==> config.mk <==
export PLATFORM = sky130hd
export DESIGN_NAME = clause_preload_ctrl_flat
export DESIGN_NICKNAME = d
export VERILOG_FILES = /design/src/rtl/clause_preload_ctrl_if.sv /design/src/rtl/clause_preload_ctrl.sv /design/src/flat_wrapper.sv
export SDC_FILE = /design/constraint.sdc
export NUM_CORES = 1
export LEC_CHECK = 0
export ABC_AREA = 1
export CORE_UTILIZATION = 30
export DETAILED_ROUTE_END_ITERATION = 8
export GPL_TIMING_DRIVEN = 1
export SYNTH_ARGS = -nofsm -noshare
export SYNTH_HDL_FRONTEND = slang
export SYNTH_SLANG_ARGS = --single-unit
==> constraint.sdc <==
create_clock -name clock -period 3.2 [get_ports clock]
set_input_delay 0.8 -clock clock [delete_from_list [all_inputs] [get_ports clock]]
set_output_delay 0.8 -clock clock [all_outputs]
set_load 0.005 [all_outputs]
==> src/rtl/clause_preload_ctrl_if.sv <==
// Bus bundle between the preload sequencer and its environment: host start
// and counts, the two preload memory read ports, and the load-buffer feed.
interface clause_preload_ctrl_if #(
  parameter int NUM_ENGINE = 4,
  parameter int CNT_W      = 7,
  parameter int MEM_AW     = 12,
  parameter int NODE_W     = 32,
  parameter int PTR_W      = 16
);
  logic                        start_in;
  logic [NUM_ENGINE*CNT_W-1:0] cla_cnt_in;
  logic [NUM_ENGINE*CNT_W-1:0] ptr_cnt_in;
  logic                        hold_in;
  logic                        cla_mem_rd_en_out;
  logic [MEM_AW-1:0]           cla_mem_addr_out;
  logic [NODE_W-1:0]           cla_mem_rdata_in;
  logic                        ptr_mem_rd_en_out;
  logic [MEM_AW-1:0]           ptr_mem_addr_out;
  logic [PTR_W-1:0]            ptr_mem_rdata_in;
  logic [NODE_W-1:0]           clause_out;
  logic                        load_clause_out;
  logic [PTR_W-1:0]            ptr_out;
  logic                        load_ptr_out;
  logic                        load_change_engine_out;
  logic                        busy_out;
  logic                        done_out;
  logic                        error_out;

  modport master (
    input  start_in, cla_cnt_in, ptr_cnt_in, hold_in,
    input  cla_mem_rdata_in, ptr_mem_rdata_in,
    output cla_mem_rd_en_out, cla_mem_addr_out,
    output ptr_mem_rd_en_out, ptr_mem_addr_out,
    output clause_out, load_clause_out, ptr_out, load_ptr_out,
    output load_change_engine_out, busy_out, done_out, error_out
  );

  modport slave (
    output start_in, cla_cnt_in, ptr_cnt_in, hold_in,
    output cla_mem_rdata_in, ptr_mem_rdata_in,
    input  cla_mem_rd_en_out, cla_mem_addr_out,
    input  ptr_mem_rd_en_out, ptr_mem_addr_out,
    input  clause_out, load_clause_out, ptr_out, load_ptr_out,
    input  load_change_engine_out, busy_out, done_out, error_out
  );
endinterface

==> src/rtl/clause_preload_ctrl.sv <==
// Preload sequencer: walks engines in order, reading each engine's clauses
// then pointers from the preload memories and feeding the load buffer with
// load strobes and an engine-advance flag aligned to the first load of
// every engine after engine 0.
module clause_preload_ctrl #(
  parameter int NUM_ENGINE = 4,
  parameter int CLQ_DEPTH  = 64,
  parameter int CNT_W      = $clog2(CLQ_DEPTH) + 1,
  parameter int MEM_AW     = 12,
  parameter int NODE_W     = 32,
  parameter int PTR_W      = 16
) (
  input logic                  clock,
  input logic                  reset,
  clause_preload_ctrl_if.master bus
);

  localparam int ENG_W = (NUM_ENGINE > 1) ? $clog2(NUM_ENGINE) : 1;
  localparam logic [CNT_W-1:0] DEPTH    = CNT_W'(CLQ_DEPTH);
  localparam logic [ENG_W-1:0] LAST_ENG = ENG_W'(NUM_ENGINE - 1);

  typedef enum logic [2:0] {IDLE, CLA, PTR, ADV, FLUSH} state_t;

  state_t            state_q, state_d;
  logic [ENG_W-1:0]  eng_q, eng_d, eng_next;
  logic [CNT_W-1:0]  cnt_q, cnt_d, cnt_inc;
  logic [MEM_AW-1:0] cla_addr_q, cla_addr_d, ptr_addr_q, ptr_addr_d;
  logic              pending_q, pending_d;
  logic              error_q, error_d;
  logic [CNT_W-1:0]  cla_cnt_q [NUM_ENGINE];
  logic [CNT_W-1:0]  ptr_cnt_q [NUM_ENGINE];
  logic              latch, overflow, advance, done_d;
  logic              cla_rd, ptr_rd, solo_chg;
  logic              load_clause_p1, load_ptr_p1, change_p1, done_p1;

  // First phase of an engine: clauses, else pointers, else an empty-engine slot.
  function automatic state_t entry_state(input logic [CNT_W-1:0] c,
                                         input logic [CNT_W-1:0] p);
    if (c != '0) return CLA;
    if (p != '0) return PTR;
    return ADV;
  endfunction

  assign cnt_inc  = cnt_q + CNT_W'(1);
  assign eng_next = eng_q + ENG_W'(1);

  // Any requested count beyond the queue depth rejects the whole start.
  always_comb begin
    overflow = 1'b0;
    for (int e = 0; e < NUM_ENGINE; e++) begin
      if (bus.cla_cnt_in[e*CNT_W +: CNT_W] > DEPTH ||
          bus.ptr_cnt_in[e*CNT_W +: CNT_W] > DEPTH)
        overflow = 1'b1;
    end
  end

  // Next-state, read strobes and counter updates.
  always_comb begin
    state_d    = state_q;
    eng_d      = eng_q;
    cnt_d      = cnt_q;
    cla_addr_d = cla_addr_q;
    ptr_addr_d = ptr_addr_q;
    pending_d  = pending_q;
    error_d    = error_q;
    latch      = 1'b0;
    advance    = 1'b0;
    done_d     = 1'b0;
    cla_rd     = 1'b0;
    ptr_rd     = 1'b0;
    solo_chg   = 1'b0;
    case (state_q)
      IDLE: begin
        if (bus.start_in) begin
          latch      = 1'b1;
          eng_d      = '0;
          cnt_d      = '0;
          cla_addr_d = '0;
          ptr_addr_d = '0;
          pending_d  = 1'b0;
          error_d    = overflow;
          done_d     = overflow;
          if (!overflow)
            state_d = entry_state(bus.cla_cnt_in[0 +: CNT_W], bus.ptr_cnt_in[0 +: CNT_W]);
        end
      end
      CLA: begin
        if (!bus.hold_in) begin
          cla_rd     = 1'b1;
          cla_addr_d = cla_addr_q + MEM_AW'(1);
          pending_d  = 1'b0;
          cnt_d      = cnt_inc;
          if (cnt_inc == cla_cnt_q[eng_q]) begin
            if (ptr_cnt_q[eng_q] != '0) begin
              state_d = PTR;
              cnt_d   = '0;
            end else begin
              advance = 1'b1;
            end
          end
        end
      end
      PTR: begin
        if (!bus.hold_in) begin
          ptr_rd     = 1'b1;
          ptr_addr_d = ptr_addr_q + MEM_AW'(1);
          pending_d  = 1'b0;
          cnt_d      = cnt_inc;
          if (cnt_inc == ptr_cnt_q[eng_q])
            advance = 1'b1;
        end
      end
      ADV: begin
        if (!bus.hold_in) begin
          solo_chg = (eng_q != '0);
          advance  = 1'b1;
        end
      end
      FLUSH: begin
        state_d = IDLE;
        done_d  = 1'b1;
      end
      default: state_d = IDLE;
    endcase
    if (advance) begin
      if (eng_q == LAST_ENG) begin
        state_d = FLUSH;
      end else begin
        eng_d     = eng_next;
        cnt_d     = '0;
        pending_d = 1'b1;
        state_d   = entry_state(cla_cnt_q[eng_next], ptr_cnt_q[eng_next]);
      end
    end
  end

  // Control state and the one-cycle-late load/change/done strobes (p1 stage).
  always_ff @(posedge clock) begin
    if (reset) begin
      state_q        <= IDLE;
      eng_q          <= '0;
      cnt_q          <= '0;
      cla_addr_q     <= '0;
      ptr_addr_q     <= '0;
      pending_q      <= 1'b0;
      error_q        <= 1'b0;
      load_clause_p1 <= 1'b0;
      load_ptr_p1    <= 1'b0;
      change_p1      <= 1'b0;
      done_p1        <= 1'b0;
    end else begin
      state_q        <= state_d;
      eng_q          <= eng_d;
      cnt_q          <= cnt_d;
      cla_addr_q     <= cla_addr_d;
      ptr_addr_q     <= ptr_addr_d;
      pending_q      <= pending_d;
      error_q        <= error_d;
      load_clause_p1 <= cla_rd;
      load_ptr_p1    <= ptr_rd;
      change_p1      <= solo_chg | ((cla_rd | ptr_rd) & pending_q);
      done_p1        <= done_d;
    end
  end

  // Per-engine counts captured on an accepted start.
  always_ff @(posedge clock) begin
    if (latch) begin
      for (int e = 0; e < NUM_ENGINE; e++) begin
        cla_cnt_q[e] <= bus.cla_cnt_in[e*CNT_W +: CNT_W];
        ptr_cnt_q[e] <= bus.ptr_cnt_in[e*CNT_W +: CNT_W];
      end
    end
  end

  assign bus.cla_mem_rd_en_out      = cla_rd;
  assign bus.cla_mem_addr_out       = cla_addr_q;
  assign bus.ptr_mem_rd_en_out      = ptr_rd;
  assign bus.ptr_mem_addr_out       = ptr_addr_q;
  assign bus.load_clause_out        = load_clause_p1;
  assign bus.clause_out             = load_clause_p1 ? bus.cla_mem_rdata_in : '0;
  assign bus.load_ptr_out           = load_ptr_p1;
  assign bus.ptr_out                = load_ptr_p1 ? bus.ptr_mem_rdata_in : '0;
  assign bus.load_change_engine_out = change_p1;
  assign bus.busy_out               = (state_q != IDLE);
  assign bus.done_out               = done_p1;
  assign bus.error_out              = error_q;

endmodule

==> src/flat_wrapper.sv <==
// flat-port wrapper written by rule: the top's interface ports become plain ports
module clause_preload_ctrl_flat 
#(
  parameter int NUM_ENGINE = 4,
  parameter int CLQ_DEPTH  = 64,
  parameter int CNT_W      = $clog2(CLQ_DEPTH) + 1,
  parameter int MEM_AW     = 12,
  parameter int NODE_W     = 32,
  parameter int PTR_W      = 16
)
  (clock, reset, bus_start_in, bus_cla_cnt_in, bus_ptr_cnt_in, bus_hold_in, bus_cla_mem_rdata_in, bus_ptr_mem_rdata_in, bus_cla_mem_rd_en_out, bus_cla_mem_addr_out, bus_ptr_mem_rd_en_out, bus_ptr_mem_addr_out, bus_clause_out, bus_load_clause_out, bus_ptr_out, bus_load_ptr_out, bus_load_change_engine_out, bus_busy_out, bus_done_out, bus_error_out);
  clause_preload_ctrl_if #(.NUM_ENGINE(NUM_ENGINE), .CNT_W(CNT_W), .MEM_AW(MEM_AW), .NODE_W(NODE_W), .PTR_W(PTR_W)) bus_i ();
  input logic clock;
  input logic reset;
  input wire logic [$bits(bus_i.start_in)-1:0] bus_start_in;
  input wire logic [$bits(bus_i.cla_cnt_in)-1:0] bus_cla_cnt_in;
  input wire logic [$bits(bus_i.ptr_cnt_in)-1:0] bus_ptr_cnt_in;
  input wire logic [$bits(bus_i.hold_in)-1:0] bus_hold_in;
  input wire logic [$bits(bus_i.cla_mem_rdata_in)-1:0] bus_cla_mem_rdata_in;
  input wire logic [$bits(bus_i.ptr_mem_rdata_in)-1:0] bus_ptr_mem_rdata_in;
  output wire logic [$bits(bus_i.cla_mem_rd_en_out)-1:0] bus_cla_mem_rd_en_out;
  output wire logic [$bits(bus_i.cla_mem_addr_out)-1:0] bus_cla_mem_addr_out;
  output wire logic [$bits(bus_i.ptr_mem_rd_en_out)-1:0] bus_ptr_mem_rd_en_out;
  output wire logic [$bits(bus_i.ptr_mem_addr_out)-1:0] bus_ptr_mem_addr_out;
  output wire logic [$bits(bus_i.clause_out)-1:0] bus_clause_out;
  output wire logic [$bits(bus_i.load_clause_out)-1:0] bus_load_clause_out;
  output wire logic [$bits(bus_i.ptr_out)-1:0] bus_ptr_out;
  output wire logic [$bits(bus_i.load_ptr_out)-1:0] bus_load_ptr_out;
  output wire logic [$bits(bus_i.load_change_engine_out)-1:0] bus_load_change_engine_out;
  output wire logic [$bits(bus_i.busy_out)-1:0] bus_busy_out;
  output wire logic [$bits(bus_i.done_out)-1:0] bus_done_out;
  output wire logic [$bits(bus_i.error_out)-1:0] bus_error_out;
  assign bus_i.start_in = bus_start_in;
  assign bus_i.cla_cnt_in = bus_cla_cnt_in;
  assign bus_i.ptr_cnt_in = bus_ptr_cnt_in;
  assign bus_i.hold_in = bus_hold_in;
  assign bus_i.cla_mem_rdata_in = bus_cla_mem_rdata_in;
  assign bus_i.ptr_mem_rdata_in = bus_ptr_mem_rdata_in;
  assign bus_cla_mem_rd_en_out = bus_i.cla_mem_rd_en_out;
  assign bus_cla_mem_addr_out = bus_i.cla_mem_addr_out;
  assign bus_ptr_mem_rd_en_out = bus_i.ptr_mem_rd_en_out;
  assign bus_ptr_mem_addr_out = bus_i.ptr_mem_addr_out;
  assign bus_clause_out = bus_i.clause_out;
  assign bus_load_clause_out = bus_i.load_clause_out;
  assign bus_ptr_out = bus_i.ptr_out;
  assign bus_load_ptr_out = bus_i.load_ptr_out;
  assign bus_load_change_engine_out = bus_i.load_change_engine_out;
  assign bus_busy_out = bus_i.busy_out;
  assign bus_done_out = bus_i.done_out;
  assign bus_error_out = bus_i.error_out;
  clause_preload_ctrl #(.NUM_ENGINE(NUM_ENGINE), .CLQ_DEPTH(CLQ_DEPTH), .CNT_W(CNT_W), .MEM_AW(MEM_AW), .NODE_W(NODE_W), .PTR_W(PTR_W)) u_core (.clock(clock), .reset(reset), .bus(bus_i));
endmodule
==> results of run 1 <==
## cell usage in the layout, fill, tap and decap left out, types with 3 or more instances in the layout
| cell | synthesis | routed |
|---|---|---|
| nor4_1 | 10 | 10 |
| nand3_1 | 72 | 72 |
| o21ai_0 | 19 | 19 |
| nor2_2 | 11 | 11 |
| a211oi_1 | 5 | 5 |
| nand2_1 | 276 | 276 |
| buf_4 | 6 | 10 |
| nand4_1 | 8 | 8 |
| clkdlybuf4s50_1 | 0 | 187 |
| dfxtp_1 | 42 | 42 |
| clkbuf_16 | 0 | 9 |
| inv_2 | 6 | 7 |
| clkinvlp_4 | 0 | 3 |
| nand2_4 | 4 | 4 |
| a21oi_1 | 32 | 32 |
| ha_1 | 5 | 5 |
| inv_1 | 91 | 90 |
| nor2_4 | 3 | 3 |
| edfxtp_1 | 56 | 56 |
| xor2_1 | 3 | 3 |
| nor3_1 | 10 | 10 |
| nor2_1 | 66 | 66 |
| nand3_2 | 3 | 3 |
| a221oi_1 | 3 | 3 |
## worst max-delay path: stages
cell and delay, ns:
clkdlybuf4s50_1 0.47, inv_1 0.10, nand2_1 0.15, inv_1 0.10
clkdlybuf4s50_1 0.50
## how the worst min path moves through the flow
stage	to	cells after the start	slack [ns]
6_report	u_core.bus.cla_mem_addr_out[11]	1	0.45
5_1_grt	u_core.bus.cla_mem_addr_out[11]	1	0.48
4_1_cts	u_core.bus.cla_mem_addr_out[11]	1	0.46
3_5_place_dp	u_core.bus.cla_mem_addr_out[11]	1	0.45
3_3_place_gp	u_core.bus.cla_mem_addr_out[11]	1	0.44
2_1_floorplan	u_core.bus.load_change_engine_out	2	0.44
## kinds of logic (layout without fill, tap and decap cells)
group,Yosys count,in the layout
simple gates,472,472
buf+inv,123,314
flops,98,98
compound gates,71,71
fa+ha+maj,5,5
xor+xnor,5,5
## state kept, by name (all words and copies together), names as in the netlist
| signal | flops |
|---|---|
| u_core.bus.cla_mem_addr_out | 12 |
| u_core.bus.done_out | 1 |
| u_core.bus.error_out | 1 |
| u_core.bus.load_change_engine_out | 1 |
| u_core.bus.load_clause_out | 1 |
| u_core.bus.load_ptr_out | 1 |
| u_core.bus.ptr_mem_addr_out | 12 |
| u_core.cla_cnt_q | 28 |
| u_core.cnt_q | 7 |
| u_core.eng_q | 2 |
| u_core.pending_q | 1 |
| u_core.ptr_cnt_q | 28 |
| u_core.state_q | 3 |
## metrics by stage
stage	cells	hold slack, ns	cell area, µm²	power, mW	setup WS, ns
floorplan	774	0.437	5650	2.41	0.584
CTS	1194	0.455	8040	4.02	0.235
global placement	1178	0.444	7750	2.91	0.240
global route	1194	0.481	8040	4.23	0.199
detailed placement	1178	0.445	7750	2.92	0.244
finish	1194	0.449	8040	3.99	0.278
## area by class of cell
type,count,area (µm²),area share
Inverter,100,383,0.0476
Sequential cell,98,2520,0.314
Clock buffer,10,229,0.0285
Clock inverter,6,65.1,0.00809
Timing Repair Buffer,198,1970,0.245
Tap cell,229,287,0.0356
Multi-Input combinational cell,553,2590,0.322
## cell usage after synthesis, types with 2 or more instances
cell | n | area share
inv_1 | 91 | 0.061
nand3b_1 | 2 | 0.0027
a221oi_1 | 3 | 0.0047
a21oi_1 | 32 | 0.028
o21ai_2 | 2 | 0.0031
edfxtp_1 | 56 | 0.30
clkbuf_1 | 8 | 0.0053
buf_6 | 5 | 0.010
nor4_1 | 10 | 0.011
ha_1 | 5 | 0.011
buf_4 | 6 | 0.0080
nand4_1 | 8 | 0.0089
a211oi_1 | 5 | 0.0066
inv_2 | 6 | 0.0040
nand2_1 | 276 | 0.18
xnor2_1 | 2 | 0.0031
nor2_4 | 3 | 0.0060
o21ai_0 | 19 | 0.017
dfxtp_1 | 42 | 0.15
nand2_4 | 4 | 0.0080
nor2_1 | 66 | 0.044
nor3_1 | 10 | 0.0089
xor2_1 | 3 | 0.0047
nand3_1 | 72 | 0.064
nand2_2 | 2 | 0.0022
buf_2 | 3 | 0.0027
nand3_2 | 3 | 0.0053
nor2_2 | 11 | 0.012
a22oi_1 | 2 | 0.0027
## metal layers
layer  wire (µm)  share of wire  GRT usage
met4         230          0.015     0.0567
met3         858          0.056     0.0307
met1        7020           0.45      0.209
met5           0              0          0
met2        7350           0.48      0.282
## power by group through the flow
stage | logic (mW) | clock network [mW] | registers, mW
2_1_floorplan | 0.695 | 0 | 1.71
3_3_place_gp | 1.15 | 0 | 1.76
3_5_place_dp | 1.16 | 0 | 1.76
4_1_cts | 1.16 | 1.12 | 1.74
5_1_grt | 1.31 | 1.16 | 1.76
6_report | 1.15 | 1.10 | 1.74
==> insert_results.sql, run 1 <==
INSERT INTO impl_metrics (metric_group, metric, value, unit) VALUES
('outcome', 'status', 'complete, but fails checks', ''),
('grt', 'grt_util_all_layers', '0.165', ''),
('clock_network', 'tritoncts', 'yes', ''),
('die', 'placement_rows', '49', ''),
('power', 'fraction_of_power_consumed_by_sequential_logic', '0.435', ''),
('clock_network', 'tritoncts.num_buffers', '9', ''),
('clock_network', 'clock_path_buffers', '2', ''),
('setup_path', 'worst-setup-path-type', 'in2out', ''),
('grt', 'globalRouteOverflowTotal', '0', ''),
('routing', 'remaining_drc_errors', '18', ''),
('final_layout', 'drive_gt1_frac', '0.0642', ''),
('synth', 'synth-xor-area-share', '0.00776', ''),
('synth', 'synth_async_sr_flop_share', '0', ''),
('final_layout', 'final_util', '0.442', ''),
('sta', 'clock-skew-final', '0.00431', 'ns'),
('outcome', 'violations_in_the_final_reports', 'DRC', ''),
('setup_path', 'critical_path.reg2reg.startpoint', 'u_core.eng_q[0]', ''),
('routing', 'route.final.wire_length', '15500', 'µm'),
('setup_path', 'critical_path.reg2reg.endpoint', 'u_core.cnt_q[6]', ''),
('setup_path', 'critPathCapture', 'bus_cla_mem_rd_en_out', ''),
('die', 'dieWidth', '139', 'µm'),
('setup_path', 'critical_path.startpoint', 'bus_hold_in', ''),
('sta', 'transition_time_at_the_pin_with_the_least_slew_margin', '0.605', 'ns'),
('synth', 'post_synth_num_cell_types', '46', ''),
('routing', 'drtIter0Drc', '356', ''),
('synth', 'synth.ff_latch_count', '98', ''),
('worst_hold_path', 'holdCritPathClass', 'reg2reg', ''),
('synth', 'synth_adder_area_share', '0.0111', ''),
('worst_hold_path', 'timing.hold.worst.start', 'u_core.bus.cla_mem_addr_out[11]', ''),
('synth', 'synthesis.area_per_instance', '7.29', 'µm²'),
('placed_design', 'detailed_place_hpwl', '12300', 'µm'),
('final_layout', 'area_growth_syn_to_layout', '42.4', '%'),
('routing', 'route.detailed.vias_per_inst', '4.62', ''),
('sta', 'setup_viol_count_final', '0', ''),
('clock_network', 'postCtsSetupBuffers', '0', ''),
('die', 'fp.dieH', '139', 'µm'),
('power', 'power_switching_share', '0.325', ''),
('synth', 'synth.yosys.warnings', '0', ''),
('final_layout', 'layout.nets', '1073', ''),
('routing', 'antenna_left', '0', ''),
('sta', 'worst_slew_margin_rel', '0.596', ''),
('setup_path', 'endpoint_kind', 'output port', ''),
('die', 'start_util', '0.310', ''),
('setup_path', 'timing.reg2reg.worst_path_depth', '13', ''),
('clock_network', 'clock_sink_count', '98', ''),
('synth', 'synth-edff-count', '56', ''),
('job', 'timing.max_cap.violations', '0', ''),
('clock_network', 'htree_num_levels', '3', ''),
('power', 'share_clk_of_total_power', '0.275', ''),
('power', 'vdd.ir_drop.worst', '0.000248', 'V'),
('synth', 'synth_simple_gate_area_frac', '0.367', ''),
('die', 'top_level_ports', '188', ''),
('power', 'p_comb_frac', '0.289', ''),
('final_layout', 'final.fill_count', '1846', ''),
('routing', 'detailedRoute.firstPassIterationCount', '7', ''),
('synth', 'synth-main-ff-cell', 'edfxtp_1', ''),
('sta', 'max_freq', '342', 'MHz'),
('clock_network', 'postCtsResizedCells', '0', ''),
('die', 'coreArea', '0.0182', 'mm²'),
('grt', 'via_count_of_the_first_global_routing_pass', '5091', ''),
('grt', 'antenna_found_initial', '0', ''),
('setup_path', 'critical_path_arrival', '2.12', 'ns'),
('power', 'cell_internal_pwr', '2.69', 'mW'),
('setup_path', 'crit_fanout', '3', ''),
('clock_network', 'clk_root_buffer_cell', 'clkbuf_16', ''),
('synth', 'multiplexer_share_of_the_synthesized_area', '0', ''),
('sta', 'timing_max_transition_violations_final', '0', ''),
('final_layout', 'n_antenna_cell', '0', ''),
('synth', 'synth.cell_area', '0.00565', 'mm²'),
('sta', 'timing.final.hold_violations', '0', ''),
('synth', 'yosysSeqAreaShare', '0.447', '');
Power figures use the tool's default switching activity.
==> run 2: changes to the inputs <==
Settings changed: TNS_END_PERCENT set to 10.
==> results of run 2 <==
No change in the layout: final DEF, timing and power equal those of run 1.
==> run 3: changes to the inputs <==
Settings changed: CORE_UTILIZATION 30 to 47, PLACE_DENSITY set to 0.82.
==> run 3 against run 2 <==
  * The flow still finishes with violations (DRC)
  * Sequential share of layout area up 0.33 points
  * Global-route usage up 7.7 points
  * Design area shrank 1.0%
  * Maximum frequency fell by 0.80%
  * Cell count down 7.2%
  * Largest cell class unchanged
  * Clock power is 5% higher
  * First-iteration DRC count increased by 8.1%
==> insert_results.sql, run 3 (synthesis results as in run 1) <==
INSERT INTO impl_metrics (metric_group, metric, value, unit) VALUES
('outcome', 'status', 'complete, but fails checks', ''),
('outcome', 'violations_in_the_final_reports', 'DRC', ''),
('grt', 'antenna_found_initial', '0', ''),
('routing', 'route.detailed.vias_per_inst', '5.06', ''),
('sta', 'timing.final.hold_violations', '0', ''),
('sta', 'rsz0062_at_grt', 'false', ''),
('grt', 'grt_util_all_layers', '0.242', ''),
('placed_design', 'placedCellCount', '1092', ''),
('grt', 'grt_pass1_wl', '24500', 'µm'),
('clock_network', 'clock_sink_count', '98', ''),
('clock_network', 'htree_num_levels', '3', ''),
('sta', 'max_freq', '339', 'MHz'),
('final_layout', 'n_antenna_cell', '0', ''),
('worst_hold_path', 'holdCritPathClass', 'reg2reg', ''),
('die', 'die_area', '0.0125', 'mm²'),
('setup_path', 'cpMaxStageDelayCell', 'clkdlybuf4s50_1', ''),
('placed_design', 'detailed_place_hpwl', '11300', 'µm'),
('sta', 'setup_total_negative_slack', '0', 'ns'),
('placed_design', 'port_buffers', '187', ''),
('grt', 'grt_max_degree', '50', ''),
('setup_path', 'crit_fanout', '3', ''),
('power', 'fraction_of_power_consumed_by_sequential_logic', '0.429', ''),
('clock_network', 'tritoncts.num_buffers', '9', ''),
('final_layout', 'reg.largest.list', 'u_core.cla_cnt_q (28), u_core.ptr_cnt_q (28)', ''),
('clock_network', 'clk_root_buffer_cell', 'clkbuf_16', ''),
('power', 'reported_net_switching_power', '1.27', 'mW'),
('sta', 'clock-skew-final', '0.00578', 'ns'),
('sta', 'final_min_period', '2.95', 'ns'),
('setup_path', 'critical_path_buffers_and_inverters', '4', ''),
('clock_network', 'number_of_buffers_inserted_by_hold_repair_at_cts', '0', ''),
('power', 'vdd.ir_drop.worst', '0.000357', 'V'),
('power', 'share_clk_of_total_power', '0.287', ''),
('setup_path', 'worst-setup-path-type', 'in2out', ''),
('sta', 'setup_viol_count_final', '0', ''),
('sta', 'transition_time_at_the_pin_with_the_least_slew_margin', '0.653', 'ns'),
('routing', 'drtIter0Drc', '385', ''),
('power', 'power_switching_share', '0.314', ''),
('die', 'top_level_ports', '188', ''),
('setup_path', 'critical-path-top-delay-family', 'buffers and inverters', ''),
('die', 'coreArea', '0.0116', 'mm²'),
('clock_network', 'clock_path_buffers', '2', ''),
('routing', 'route.final.wire_length', '14500', 'µm'),
('final_layout', 'area_growth_syn_to_layout', '41.0', '%'),
('clock_network', 'clkLatencyLatePin', '0.35', 'ns'),
('setup_path', 'endpoint_kind', 'output port', ''),
('power', 'pwrdens', '508', 'mW/mm²'),
('clock_network', 'postCtsSetupBuffers', '0', ''),
('clock_network', 'cts.clk_slew.worst_paths', '0.07', 'ns'),
('job', 'timing.max_cap.violations', '0', ''),
('setup_path', 'cpPeakStageDelay', '0.52', 'ns'),
('final_layout', 'final-instance-count-excl-fill', '1108', ''),
('clock_network', 'tritoncts', 'yes', ''),
('routing', 'remaining_drc_errors', '19', ''),
('die', 'fp.dieH', '112', 'µm'),
('routing', 'post_drt_wl_per_cell', '13.1', 'µm'),
('final_layout', 'layout.nets', '1073', ''),
('routing', 'route.vias.total', '5603', ''),
('grt', 'via_count_of_the_first_global_routing_pass', '5226', ''),
('setup_path', 'crit_start_category', 'input port', ''),
('sta', 'fin_crit_sh', '0.921', ''),
('power', 'p_comb_frac', '0.284', ''),
('final_layout', 'drive_gt1_frac', '0.0642', ''),
('power', 'cell_internal_pwr', '2.77', 'mW'),
('routing', 'detailedRoute.firstPassIterationCount', '9', ''),
('die', 'placement_rows', '39', ''),
('final_layout', 'commonest_cells_after_routing_fill_and_taps_aside', '276 x nand2_1, 187 x clkdlybuf4s50_1, 90 x inv_1', ''),
('routing', 'antenna_left', '0', ''),
('die', 'dieWidth', '112', 'µm'),
('final_layout', 'most_common_cell_after_layout_fill_and_taps_aside', 'nand2_1', ''),
('power', 'leakage', '3.45', 'nW'),
('clock_network', 'postCtsResizedCells', '0', ''),
('die', 'start_util', '0.488', ''),
('sta', 'timing_max_transition_violations_final', '0', ''),
('setup_path', 'crit_chain', 'clkdlybuf4s50_1, inv_1, nand2_1, inv_1, clkdlybuf4s50_1', ''),
('sta', 'worst_slew_margin_rel', '0.564', ''),
('setup_path', 'worst_ep_required_time', '2.40', 'ns'),
('setup_path', 'critical_path_arrival', '2.15', 'ns'),
('placed_design', 'gp_congestion', '0.890', ''),
('grt', 'globalRouteOverflowTotal', '0', '');
[run 3: final timing paths]
path	start	end	slack [ns]	cells past startpoint
max	bus_hold_in	bus_cla_mem_rd_en_out	0.25	5
min	u_core.bus.cla_mem_addr_out[11]	u_core.bus.cla_mem_addr_out[11]	0.47	1
max reg2reg	u_core.eng_q[0]	u_core.cnt_q[4]	0.76	13
min reg2reg	u_core.bus.cla_mem_addr_out[11]	u_core.bus.cla_mem_addr_out[11]	0.47	1
[run 3: stage by stage]
stage	worst slack, ns	total power, mW	utilization	hold slack [ns]	area [µm²]
after floorplan	0.584	2.41	-	0.437	5650
after global placement	0.283	2.87	0.661	0.440	7640
after detailed placement	0.257	2.90	0.661	0.448	7640
after CTS	0.247	4.05	0.688	0.460	7960
after global routing	0.156	4.28	0.688	0.470	7960
final	0.254	4.04	0.688	0.466	7960
[run 3: area by class of cell]
| cell class | instances | area [µm²] |
|---|---|---|
| fill | 944 | 3610 |
| multi-input combinational | 553 | 2590 |
| sequential | 98 | 2520 |
| timing repair buffer | 198 | 1970 |
| inverter | 100 | 383 |
| clock buffer | 10 | 229 |
| tap | 143 | 179 |
| clock inverter | 6 | 88.8 |
[run 3: power groups by stage]
| stage | clock [mW] | combinational, mW | sequential [mW] |
|---|---|---|---|
| 2_1_floorplan | 0 | 0.695 | 1.71 |
| 3_3_place_gp | 0 | 1.12 | 1.75 |
| 3_5_place_dp | 0 | 1.14 | 1.76 |
| 4_1_cts | 1.17 | 1.15 | 1.73 |
| 5_1_grt | 1.23 | 1.29 | 1.76 |
| 6_report | 1.16 | 1.15 | 1.73 |
[run 3: routing by layer]
metal	global-route usage	vias to the layer above	share of wire
met5	0	-	0
met1	0.302	2473	0.43
met3	0.0425	24	0.073
li1	-	2884	-
met2	0.424	222	0.48
met4	0.0784	0	0.018
